### src/rtl/err_vec_gen_if.sv
// Bus bundle for err_vec_gen: E basis memory read port, random coefficient
// handshake, and the packed e-row write port.
interface err_vec_gen_if #(
  parameter int N = 189,
  parameter int M = 8,
  parameter int D = 5,
  parameter int R = 5
);
  localparam int WIDTH = M * D;
  localparam int DEPTH = N / D + ((N % D != 0) ? 1 : 0);
  localparam int EAW   = (R > 1) ? $clog2(R) : 1;
  localparam int RAW   = $clog2(2 * DEPTH);

  logic [M-1:0]     E_din;
  logic [EAW-1:0]   E_addr;
  logic             E_rw;
  logic [R-1:0]     rand_din;
  logic             rand_valid;
  logic             rand_req;
  logic [WIDTH-1:0] e_dout;
  logic [RAW-1:0]   e_addr;
  logic             e_rw;

  modport master (
    input  E_din, rand_din, rand_valid,
    output E_addr, E_rw, rand_req, e_dout, e_addr, e_rw
  );

  modport slave (
    output E_din, rand_din, rand_valid,
    input  E_addr, E_rw, rand_req, e_dout, e_addr, e_rw
  );
endinterface

### src/rtl/err_vec_gen.sv
// Error-vector generator: loads r basis elements of support E, then turns each
// r-bit coefficient word into a GF(2) combination of the basis and writes e1/e2
// d elements per row. Define ERR_NONZERO_EN to discard all-zero coefficient words.
module err_vec_gen #(
  parameter int N        = 189,
  parameter int M        = 8,
  parameter int D        = 5,
  parameter int R        = 5,
  parameter int DELAY_RD = 2
)(
  input  logic clk,
  input  logic rst_b,
  input  logic start,
  output logic finish,
  err_vec_gen_if.master bus
);
  localparam int WIDTH = M * D;
  localparam int DEPTH = N / D + ((N % D != 0) ? 1 : 0);
  localparam int EAW   = (R > 1) ? $clog2(R) : 1;
  localparam int RAW   = $clog2(2 * DEPTH);
  localparam int CW    = $clog2(R + DELAY_RD + 1);
  localparam int KW    = (N > 1) ? $clog2(N) : 1;
  localparam int SW    = (D > 1) ? $clog2(D) : 1;

  typedef enum logic [2:0] {IDLE, LOAD, GEN, FLUSH, DONE} state_e;

  state_e               state_q, state_d;
  logic [CW-1:0]        cnt_q, cnt_d;
  logic [R-1:0][M-1:0]  b_q, b_d;
  logic [WIDTH-1:0]     pack_q, pack_d;
  logic [SW-1:0]        slot_q, slot_d;
  logic [KW-1:0]        k_q, k_d;
  logic                 vec_q, vec_d;
  logic [RAW-1:0]       row_q, row_d;
  logic [WIDTH-1:0]     dout_q, dout_d;
  logic [RAW-1:0]       waddr_q, waddr_d;
  logic                 wr_q, wr_d;
  logic [M-1:0]         elem;
  logic [WIDTH-1:0]     row_w;
  logic                 take;

  always_comb begin
    elem = '0;
    for (int j = 0; j < R; j++)
      if (bus.rand_din[j]) elem = elem ^ b_q[j];
  end

`ifdef ERR_NONZERO_EN
  // Zero words still complete the handshake but leave every counter untouched.
  assign take = (state_q == GEN) && bus.rand_valid && (|bus.rand_din);
`else
  assign take = (state_q == GEN) && bus.rand_valid;
`endif

  always_comb begin
    row_w = pack_q;
    for (int s = 0; s < D; s++)
      if (slot_q == SW'(s)) row_w[s*M +: M] = elem;
  end

  always_comb begin
    state_d = state_q;
    cnt_d   = cnt_q;
    b_d     = b_q;
    pack_d  = pack_q;
    slot_d  = slot_q;
    k_d     = k_q;
    vec_d   = vec_q;
    row_d   = row_q;
    dout_d  = dout_q;
    waddr_d = waddr_q;
    wr_d    = 1'b0;
    unique case (state_q)
      IDLE: if (start) begin
        state_d = LOAD;
        cnt_d   = '0;
        pack_d  = '0;
        slot_d  = '0;
        k_d     = '0;
        vec_d   = 1'b0;
        row_d   = '0;
      end
      LOAD: begin
        // cnt_q doubles as read address and, DELAY_RD later, capture index.
        for (int j = 0; j < R; j++)
          if (cnt_q == CW'(j + DELAY_RD)) b_d[j] = bus.E_din;
        cnt_d = cnt_q + CW'(1);
        if (cnt_q == CW'(R - 1 + DELAY_RD)) begin
          state_d = GEN;
          cnt_d   = '0;
        end
      end
      GEN: if (take) begin
        if (slot_q == SW'(D - 1) || k_q == KW'(N - 1)) begin
          dout_d  = row_w;
          waddr_d = row_q;
          wr_d    = 1'b1;
          pack_d  = '0;
          slot_d  = '0;
          row_d   = row_q + RAW'(1);
        end else begin
          pack_d = row_w;
          slot_d = slot_q + SW'(1);
        end
        if (k_q == KW'(N - 1)) begin
          k_d   = '0;
          vec_d = 1'b1;
          if (vec_q) state_d = FLUSH;
        end else begin
          k_d = k_q + KW'(1);
        end
      end
      FLUSH:   state_d = DONE;
      DONE:    state_d = IDLE;
      default: state_d = IDLE;
    endcase
  end

  always_ff @(posedge clk) begin
    if (!rst_b) begin
      state_q <= IDLE;
      cnt_q   <= '0;
      b_q     <= '0;
      pack_q  <= '0;
      slot_q  <= '0;
      k_q     <= '0;
      vec_q   <= 1'b0;
      row_q   <= '0;
      dout_q  <= '0;
      waddr_q <= '0;
      wr_q    <= 1'b0;
    end else begin
      state_q <= state_d;
      cnt_q   <= cnt_d;
      b_q     <= b_d;
      pack_q  <= pack_d;
      slot_q  <= slot_d;
      k_q     <= k_d;
      vec_q   <= vec_d;
      row_q   <= row_d;
      dout_q  <= dout_d;
      waddr_q <= waddr_d;
      wr_q    <= wr_d;
    end
  end

  assign bus.E_addr   = (state_q == LOAD && cnt_q < CW'(R)) ? cnt_q[EAW-1:0] : '0;
  assign bus.E_rw     = 1'b0;
  assign bus.rand_req = (state_q == GEN);
  assign bus.e_dout   = dout_q;
  assign bus.e_addr   = waddr_q;
  assign bus.e_rw     = wr_q;
  assign finish       = (state_q == DONE);
endmodule

### src/flat_wrapper.sv
// flat-port wrapper written by rule: the top's interface ports become plain ports
module err_vec_gen_flat 
#(
  parameter int N        = 189,
  parameter int M        = 8,
  parameter int D        = 5,
  parameter int R        = 5,
  parameter int DELAY_RD = 2
)
  (clk, rst_b, start, finish, bus_E_din, bus_rand_din, bus_rand_valid, bus_E_addr, bus_E_rw, bus_rand_req, bus_e_dout, bus_e_addr, bus_e_rw);
  err_vec_gen_if #(.N(N), .M(M), .D(D), .R(R)) bus_i ();
  input  logic clk;
  input  logic rst_b;
  input  logic start;
  output logic finish;
  input wire logic [$bits(bus_i.E_din)-1:0] bus_E_din;
  input wire logic [$bits(bus_i.rand_din)-1:0] bus_rand_din;
  input wire logic [$bits(bus_i.rand_valid)-1:0] bus_rand_valid;
  output wire logic [$bits(bus_i.E_addr)-1:0] bus_E_addr;
  output wire logic [$bits(bus_i.E_rw)-1:0] bus_E_rw;
  output wire logic [$bits(bus_i.rand_req)-1:0] bus_rand_req;
  output wire logic [$bits(bus_i.e_dout)-1:0] bus_e_dout;
  output wire logic [$bits(bus_i.e_addr)-1:0] bus_e_addr;
  output wire logic [$bits(bus_i.e_rw)-1:0] bus_e_rw;
  assign bus_i.E_din = bus_E_din;
  assign bus_i.rand_din = bus_rand_din;
  assign bus_i.rand_valid = bus_rand_valid;
  assign bus_E_addr = bus_i.E_addr;
  assign bus_E_rw = bus_i.E_rw;
  assign bus_rand_req = bus_i.rand_req;
  assign bus_e_dout = bus_i.e_dout;
  assign bus_e_addr = bus_i.e_addr;
  assign bus_e_rw = bus_i.e_rw;
  err_vec_gen #(.N(N), .M(M), .D(D), .R(R), .DELAY_RD(DELAY_RD)) u_core (.clk(clk), .rst_b(rst_b), .start(start), .finish(finish), .bus(bus_i));
endmodule
### config.mk
export PLATFORM = sky130hd
export DESIGN_NAME = err_vec_gen_flat
export DESIGN_NICKNAME = d
export VERILOG_FILES = /design/src/rtl/err_vec_gen_if.sv /design/src/rtl/err_vec_gen.sv /design/src/flat_wrapper.sv
export SDC_FILE = /design/constraint.sdc
export NUM_CORES = 1
export LEC_CHECK = 0
export CORE_MARGIN = 2
export CORE_UTILIZATION = 57
export DETAILED_ROUTE_END_ITERATION = 12
export GPL_ROUTABILITY_DRIVEN = 0
export HOLD_SLACK_MARGIN = 0.06
export PLACE_DENSITY_LB_ADDON = 0.1
export SLEW_MARGIN = 0
export SYNTH_ARGS = -nofsm -noshare
export SYNTH_HDL_FRONTEND = slang
export SYNTH_SLANG_ARGS = --single-unit
### constraint.sdc
create_clock -name clk -period 2.9 [get_ports clk]
set_input_delay 0.87 -clock clk [delete_from_list [all_inputs] [get_ports clk]]
set_output_delay 0.87 -clock clk [all_outputs]
set_load 0.02 [all_outputs]
==> results by stage, run 1 <==
Global routing:
- In the global route stage, overall resource usage came out at 27.4%.
- The initial antenna violation count was 0.
- Summed over all layers, the global routing overflow is 0.
- The wire length of the first global-routing pass is 27600 um.
- Entering global routing, the biggest net connects 61 pins.
- The number of global-route vias before repair is 5527.

STA:
- The normalized max-slew margin is 60.2%.
- The final critical-path share of the clock period is 96.7%.
- The time the worst path needs with I/O delays and setup is 2800 ps.
- The max-slew violation count is 0.
- Setup repair after global routing left no endpoint under its margin.
- The number of hold violations in the final report is 0.
- For the final routed database, the setup TNS stands at 0 ps.
- The smallest hold slack is 457 ps.
- The transition time at the pin with the least slew margin is 596 ps.
- The highest clock frequency the design can meet is 357 MHz.
- On the final layout, the worst clock skew is 5.63 ps.
- Setup violations remaining at the end of the flow were counted as 0.

Yosys:
- The per-instance average area after synthesis is 9.23 um^2.
- The cell accounting for the most synthesized area is sky130_fd_sc_hd__dfxtp_1.
- After synthesis, the share of flip-flops with an asynchronous set or reset is 0%.
- The post-synthesis instance total is 731.
- Summed over its instances, the top area cell type makes up 45.4% of the synthesized netlist area.
- The total of warnings raised by yosys is 0.
- In this run, synthesis produced a sequential element count of 153.
- By area the synthesized netlist is led by sky130_fd_sc_hd__dfxtp_1 (45%), sky130_fd_sc_hd__nand2_1 (8.5%), sky130_fd_sc_hd__o211ai_1 (4.5%).
- The synthesized design contains 0 enable-type register cells.
- The synthesized netlist occupies a cell area of 6740 um^2.
- Among all flip-flop cells after synthesis, the most frequent one is sky130_fd_sc_hd__dfxtp_1.
- Counting distinct cell types in the post-synthesis netlist gives 59.
- The net count of the mapped netlist is 757.
- The sequential-to-total area share from yosys stat is 45.4%.

Floorplanning:
- The die area is 12700 um^2.
- The number of rows in the core area is 39.
- The boundary pin count is 71.
- The area of the core region is 11500 um^2.
- The chip width is 113 um.
- For this configuration, the core starts out at a cell density of 58.8%.
- Measured along the y axis, the die boundary spans 113 um.

Clock tree:
- The clock network latency to the later pin of the worst-skew pair is 420 ps.
- The post-cts hold buffer count is 0.
- The post-CTS repair timing setup buffer count is 0.
- The CTS tree is done.
- In this run, post-CTS repair resized a total of 5 instances.
- The number of buffers added by the clock tree synthesis step is 17.
- After clock tree synthesis, the clock-pin slew on the worst setup and hold paths is 60 ps.
- In this run the clock root is driven by a sky130_fd_sc_hd__clkbuf_16.
- The longest clock path from root to sink contains 2 buffers.
- The tree built by TritonCTS fans out to 153 sinks.
- The H-tree was split into 4 levels.

Detailed routing:
- The total wirelength of the detailed-routed design is 16700 um.
- After detailed routing, the number of remaining DRC violations is 0.
- The first-iteration detailed-routing DRC count is 504.
- Summing over every cut layer, the via total after detailed routing is 5647.
- Once detail routing completed, the nets flagged for antenna violations numbered 0.
- In the routed layout, each cell is associated on average with a via count of 5.90.
- After detailed routing, the average wire length per cell comes to 17.5 um.
- The first-pass iteration count of the detailed router is 5.

Pwr:
- The leakage power is 3.38 nW.
- Dividing total power by cell area gives a power density of 548 nW/um^2.
- IR analysis of the VDD net gives a maximum drop of 0.000603 V.

Setup path:
- The largest fanout of any net on the critical path is 7.
- At the worst endpoint, the arrival time is 1930 ps.
- The kind of start point of the critical path is a flop.
- The critical path endpoint category is an output port.
- The classification of the worst setup path is flop to output port.
- The required time of the critical path is 2030 ps.

Flow run:
- The number of violations of the max-capacitance limit is 0.

Cells and area:
- The multi-input combinational cells in the finished layout cover a total of 3440 um^2.
- From synthesis to final layout, the design area changed by 22.7%.
- With fillers left out, the area of the finished cells amounts to 8270 um^2.
- 0 antenna diodes ended up in the layout.
- Once layout is complete, the cells apart from fillers number 957.
- The flip-flop and latch area is 3070 um^2.
- The post-route netlist has 10.6% of its cells at a drive strength greater than 1.
- The number of inserted filler cells in the final layout is 882.
- The net count of the finished layout is 828.

Place:
- The HPWL after detailed placement is 10900 um.
- The placed instances occupy a cell area of 7650 um^2.
- Counting tap cells, the placed design contains a total of 926 instances.
- The count of input and output buffers is 69.

Status:
- The run finished with clean final reports.

Min path:
- In this run the worst hold path is classified as flop to flop.
[area by class of cell]
cell class | count | area share (%)
multi-input cells | 521 | 41.6
inverters | 11 | 0.499
repair buffers | 98 | 11.4
flip-flops and latches | 153 | 37.1
clock inverters | 8 | 1.42
well taps | 143 | 2.16
clock buffers | 23 | 5.90
[registers in the layout (all words and copies together) (netlist names)]
register	cells
u_core.b_q	40
u_core.bus.e_dout	40
u_core.pack_q	40
u_core.k_q	8
u_core.bus.e_addr	7
u_core.row_q	7
u_core.cnt_q	3
u_core.slot_q	3
u_core.state_q	3
u_core.bus.e_rw	1
u_core.vec_q	1
[metal layers]
metal  part of all wire (%)  track usage (%)  vias up
met4                    1.5             10.5        0
met2                     49             44.2      178
met5                      0                0        -
li1                       -                -     2725
met3                    5.5             6.75       27
met1                     44             35.7     2717
[worst max-delay path: stages (launching register included)]
cell	delay [ps]
sky130_fd_sc_hd__dfxtp_1	410
sky130_fd_sc_hd__nor3b_4	280
sky130_fd_sc_hd__nand2_1	100
sky130_fd_sc_hd__nor2_1	110
sky130_fd_sc_hd__clkdlybuf4s50_1	620
[power breakdown]
part / internal (mW) / switching [mW] / leakage, nW
registers: 2.11 / 0.00572 / 1.23
clock network: 1.43 / 0.820 / 0.299
logic: 0.0614 / 0.103 / 1.85
total: 3.60 / 0.929 / 3.38
[cells in the final DEF, fill, tap and decap left out, types with 7 or more instances in the layout]
cell type / n
sky130_fd_sc_hd__buf_4: 27
sky130_fd_sc_hd__nor2b_1: 31
sky130_fd_sc_hd__nand4_1: 25
sky130_fd_sc_hd__o211a_1: 25
sky130_fd_sc_hd__o21ai_0: 27
sky130_fd_sc_hd__xnor2_2: 7
sky130_fd_sc_hd__a21boi_0: 24
sky130_fd_sc_hd__a21oi_1: 11
sky130_fd_sc_hd__nor2_1: 16
sky130_fd_sc_hd__clkdlybuf4s50_1: 65
sky130_fd_sc_hd__o211ai_1: 40
sky130_fd_sc_hd__o22ai_1: 24
sky130_fd_sc_hd__nand2_1: 152
sky130_fd_sc_hd__ha_1: 9
sky130_fd_sc_hd__nand3_1: 24
sky130_fd_sc_hd__xnor3_1: 7
sky130_fd_sc_hd__and2_1: 9
sky130_fd_sc_hd__and3_1: 10
sky130_fd_sc_hd__clkbuf_16: 17
sky130_fd_sc_hd__inv_1: 9
sky130_fd_sc_hd__dfxtp_1: 151
sky130_fd_sc_hd__mux2i_1: 24
sky130_fd_sc_hd__xor2_1: 14
[cell usage after synthesis, drive strengths merged, types with 4 or more instances]
master  instances
nand2         154
dfxtp         153
o211ai         41
nor2b          31
clkbuf         30
o21ai          28
nand3          26
a21boi         25
nand4          25
o211a          25
mux2i          24
o22ai          24
nor2           19
buf            16
xor2           14
a21oi          12
and3           10
and2            9
ha              9
inv             9
xnor2           9
xnor3           8
nor3            4
[logic make-up (layout without fill, tap and decap cells)]
| logic type | Yosys count | after routing | synth area share (%) |
|---|---|---|---|
| DFF | 153 | 153 | 45.4 |
| AOI/OAI and AO/OA | 165 | 165 | 17.7 |
| buffers and inverters | 57 | 140 | 3.75 |
| adders and majority gates | 9 | 9 | 1.67 |
| xor gates and xnor gates | 31 | 31 | 6.73 |
| other | 1 | 1 | 0.0556 |
| muxes | 25 | 25 | 3.78 |
| and+or+nand+nor | 290 | 290 | 20.9 |
[through the flow]
step | setup WS, ps | total power [mW] | util (%)
after floorplan | 657 | 2.25 | -
after global routing | 7.63 | 4.67 | 72.1
final | 96.3 | 4.53 | 72.1
after detailed placement | 71.4 | 2.32 | 66.8
after CTS | 22.6 | 4.56 | 72.1
after global placement | 104 | 2.31 | 66.8
[final timing paths]
check	endpoint	cells after the start	slack, ps	startpoint
worst min register to register	u_core.pack_q[22]$_SDFFE_PN0P_	2	460	u_core.pack_q[22]$_SDFFE_PN0P_
worst max-delay path	bus_E_addr[0]	4	100	u_core.state_q[2]$_SDFFE_PN0P_
worst max register to register	u_core.bus.e_dout[20]$_SDFFE_PN0P_	8	840	u_core.k_q[0]$_SDFFE_PN0P_
worst min-delay path	u_core.pack_q[22]$_SDFFE_PN0P_	2	460	u_core.pack_q[22]$_SDFFE_PN0P_
Note: power is estimated with default switching activity, not from simulation.
==> run 2, diff against run 1 <==
- PLACE_DENSITY: not set -> 0.87
- PLACE_DENSITY_LB_ADDON: 0.1 -> not set
==> run 2 against run 1 <==
  * Via count rose by 3.8%
  * Cell count did not move
  * Core utilization rose by 0.26 points
  * Critical endpoint unchanged
  * Register-to-register slack got worse by 110 ps
  * Highest routed layer unchanged
==> results by stage, run 2 (same netlist as run 1, synthesis figures left out) <==
STA:
- The final critical path takes up 96.1% of the cycle.
- The routed design could run at a clock period as short as 2790 ps.
- The number of hold violations in the final report was 0.
- The count of final setup violators is 0.
- The normalized max-slew margin is 61.3%.
- Setup repair after global routing left no endpoint under its margin.
- At the pin with the least slew margin, the transition time is 579 ps.
- The summed negative setup slack over all endpoints is 0 ps.
- The highest clock frequency the design can meet is 359 MHz.
- For the final database, setup skew stands at 12.8 ps.
- The max-slew violation count is 0.

Global routing:
- The number of global-route vias before repair is 5908.
- The overall routing resource usage is 28.2%.
- The total congestion overflow after global routing is 0.
- The wire length of the first global-routing pass is 28700 um.
- The initial antenna violation count is 0.
- The largest net degree at the start of global routing is 63.

Detailed routing:
- The routed length on met1 is 7410 um.
- The detailed router placed 5861 vias in this run.
- Using the TritonRoute via totals, the vias-per-cell ratio works out to 6.12.
- The post-route antenna net violation count is 0.
- The first-iteration detailed-routing DRC count is 508.
- The met2 wire length is 8840 um.
- Before antenna repair, the detailed router went through 6 iterations.
- The total wirelength of the detailed-routed design is 17700 um.
- In the routed design, unresolved DRC markers number 0.
- In this run the top signal layer used is met4.
- The met3 layer wire length in the routed design is 1000 um.
- The average wire per cell in the routed design is 18.5 um.

Pwr:
- The worst-case IR drop observed on VDD is 0.000588 V.
- For this design the static power due to leakage is 3.37 nW.
- Power spread over the standard cell area amounts to 569 nW/um^2.

Setup path:
- The number of cell instances on the worst register-to-register path is 8.
- The delay of the slowest critical-path stage is 610 ps.
- The required time of the critical path is 2030 ps.
- The critical path in this run is classified as flop to output port.
- The standard cell with the maximum stage delay on the critical path is sky130_fd_sc_hd__clkdlybuf4s50_1.
- The largest fanout of any net on the critical path is 7.
- The critical path endpoint category is an output port.
- The critical path goes through nor3b_4 > nand2_1 > nor2_1 > clkdlybuf4s50_1.
- The arrival time at the worst endpoint is 1920 ps.
- STA classifies the critical path startpoint as a flop.

Clock tree:
- The H-tree level count is 4.
- The CTS tree is done.
- The buffer depth of the longest clock path is 2.
- The cell sitting at the root of the clock tree is a sky130_fd_sc_hd__clkbuf_16.
- The number of buffers added by the clock tree synthesis step is 17.
- Clock latency on the worst-skew pair, taken at its later pin, is 430 ps.
- The post-CTS repair timing setup buffer count is 0.
- The post-cts hold buffer count is 0.
- The clock transition at the register clock pins on the worst setup and hold paths after CTS is 70 ps.
- Counting every sink on the clock net gives 153.

Cells and area:
- The final non-filler cell area is 8300 um^2.
- Leaving out fill and tap cells, the most frequent cell in the layout is sky130_fd_sc_hd__nand2_1.
- The growth of design area from synthesis to finish is 23.1%.
- At the end of the flow the core is filled with cells to 72.4%.
- The top cell types in the final layout, fill and taps aside, are sky130_fd_sc_hd__nand2_1 (152), sky130_fd_sc_hd__dfxtp_1 (151), sky130_fd_sc_hd__clkdlybuf4s50_1 (65).
- The number of antenna diodes is 0.
- The final instance count without filler cells is 957.
- In the final layout, the share of cells above drive strength 1 is 10.7%.
- The net count reported at finish is 828.

Floorplanning:
- The die is 113 um tall.
- The boundary pin count is 71.
- The area of the core region is 11500 um^2.
- The floorplan has 39 rows.
- The chip width is 113 um.
- The die covers 12700 um^2.
- The initial utilization of the core area, before any placement, comes to 58.8%.

Place:
- The count of input and output buffers is 69.
- The cell area reported after detailed placement is 7640 um^2.
- The cell count after placement is 926.
- Once detailed placement completed, the half-perimeter wirelength came to 11400 um.

Min path:
- The worst hold path was traced through 2 stages.
- The class of the worst hold path is flop to flop.

Status:
- The flow ran to the end, and the final reports show no timing, DRC or antenna violations.

Flow run:
- Max-cap violations in this run came to 0.
## run 2: final cells by class
type	instances	area (um^2)
multi-input combinational	521	3440
fill	805	3160
sequential	153	3070
timing repair buffer	98	931
clock buffer	19	453
clock inverter	12	198
tap	143	179
inverter	11	41.3
## run 2: stage by stage
| stage | worst slack, ps | power (mW) | hold slack [ps] |
|---|---|---|---|
| after floorplan | 657 | 2.25 | 425 |
| after global placement | 85.1 | 2.31 | 434 |
| after detailed placement | 56.5 | 2.32 | 443 |
| after CTS | 5.02 | 4.73 | 457 |
| after global routing | 11.1 | 4.82 | 473 |
| final | 114 | 4.72 | 458 |
## run 2: what timing repair did
action,4_1_cts,5_1_grt
resized for setup,6,1
setup endpoints to repair,3,1
cloned,0,0
## run 2: path summary, 6_finish.rpt
path                                       start                        endpoint  slack [ps]
setup / recovery  u_core.state_q[2]$_SDFFE_PN0P_                   bus_E_addr[0]         110
hold / removal    u_core.pack_q[28]$_SDFFE_PN0P_  u_core.pack_q[28]$_SDFFE_PN0P_         460
setup reg to reg   u_core.slot_q[0]$_SDFFE_PN0P_    u_core.row_q[0]$_SDFFE_PN0P_         730
hold reg to reg   u_core.pack_q[28]$_SDFFE_PN0P_  u_core.pack_q[28]$_SDFFE_PN0P_         460
## run 2: critical path, delay by kind of cell (launching register included)
family	cells	cell delay [ps]
buffers and inverters	1	610
flip-flops	1	390
AND/OR/NAND/NOR	3	490
## run 2: routing by layer
layer	track usage (%)	vias to the layer above
li1	-	2722
met1	34.2	2855
met2	48.2	237
met3	6.37	47
met4	12.4	0
met5	0	-
## run 2: power by group
group	switching, mW	internal [mW]	total, mW
Clock	0.879	1.56	2.44
Combinational	0.107	0.0631	0.170
Sequential	0.00546	2.11	2.11
Total	0.992	3.73	4.72
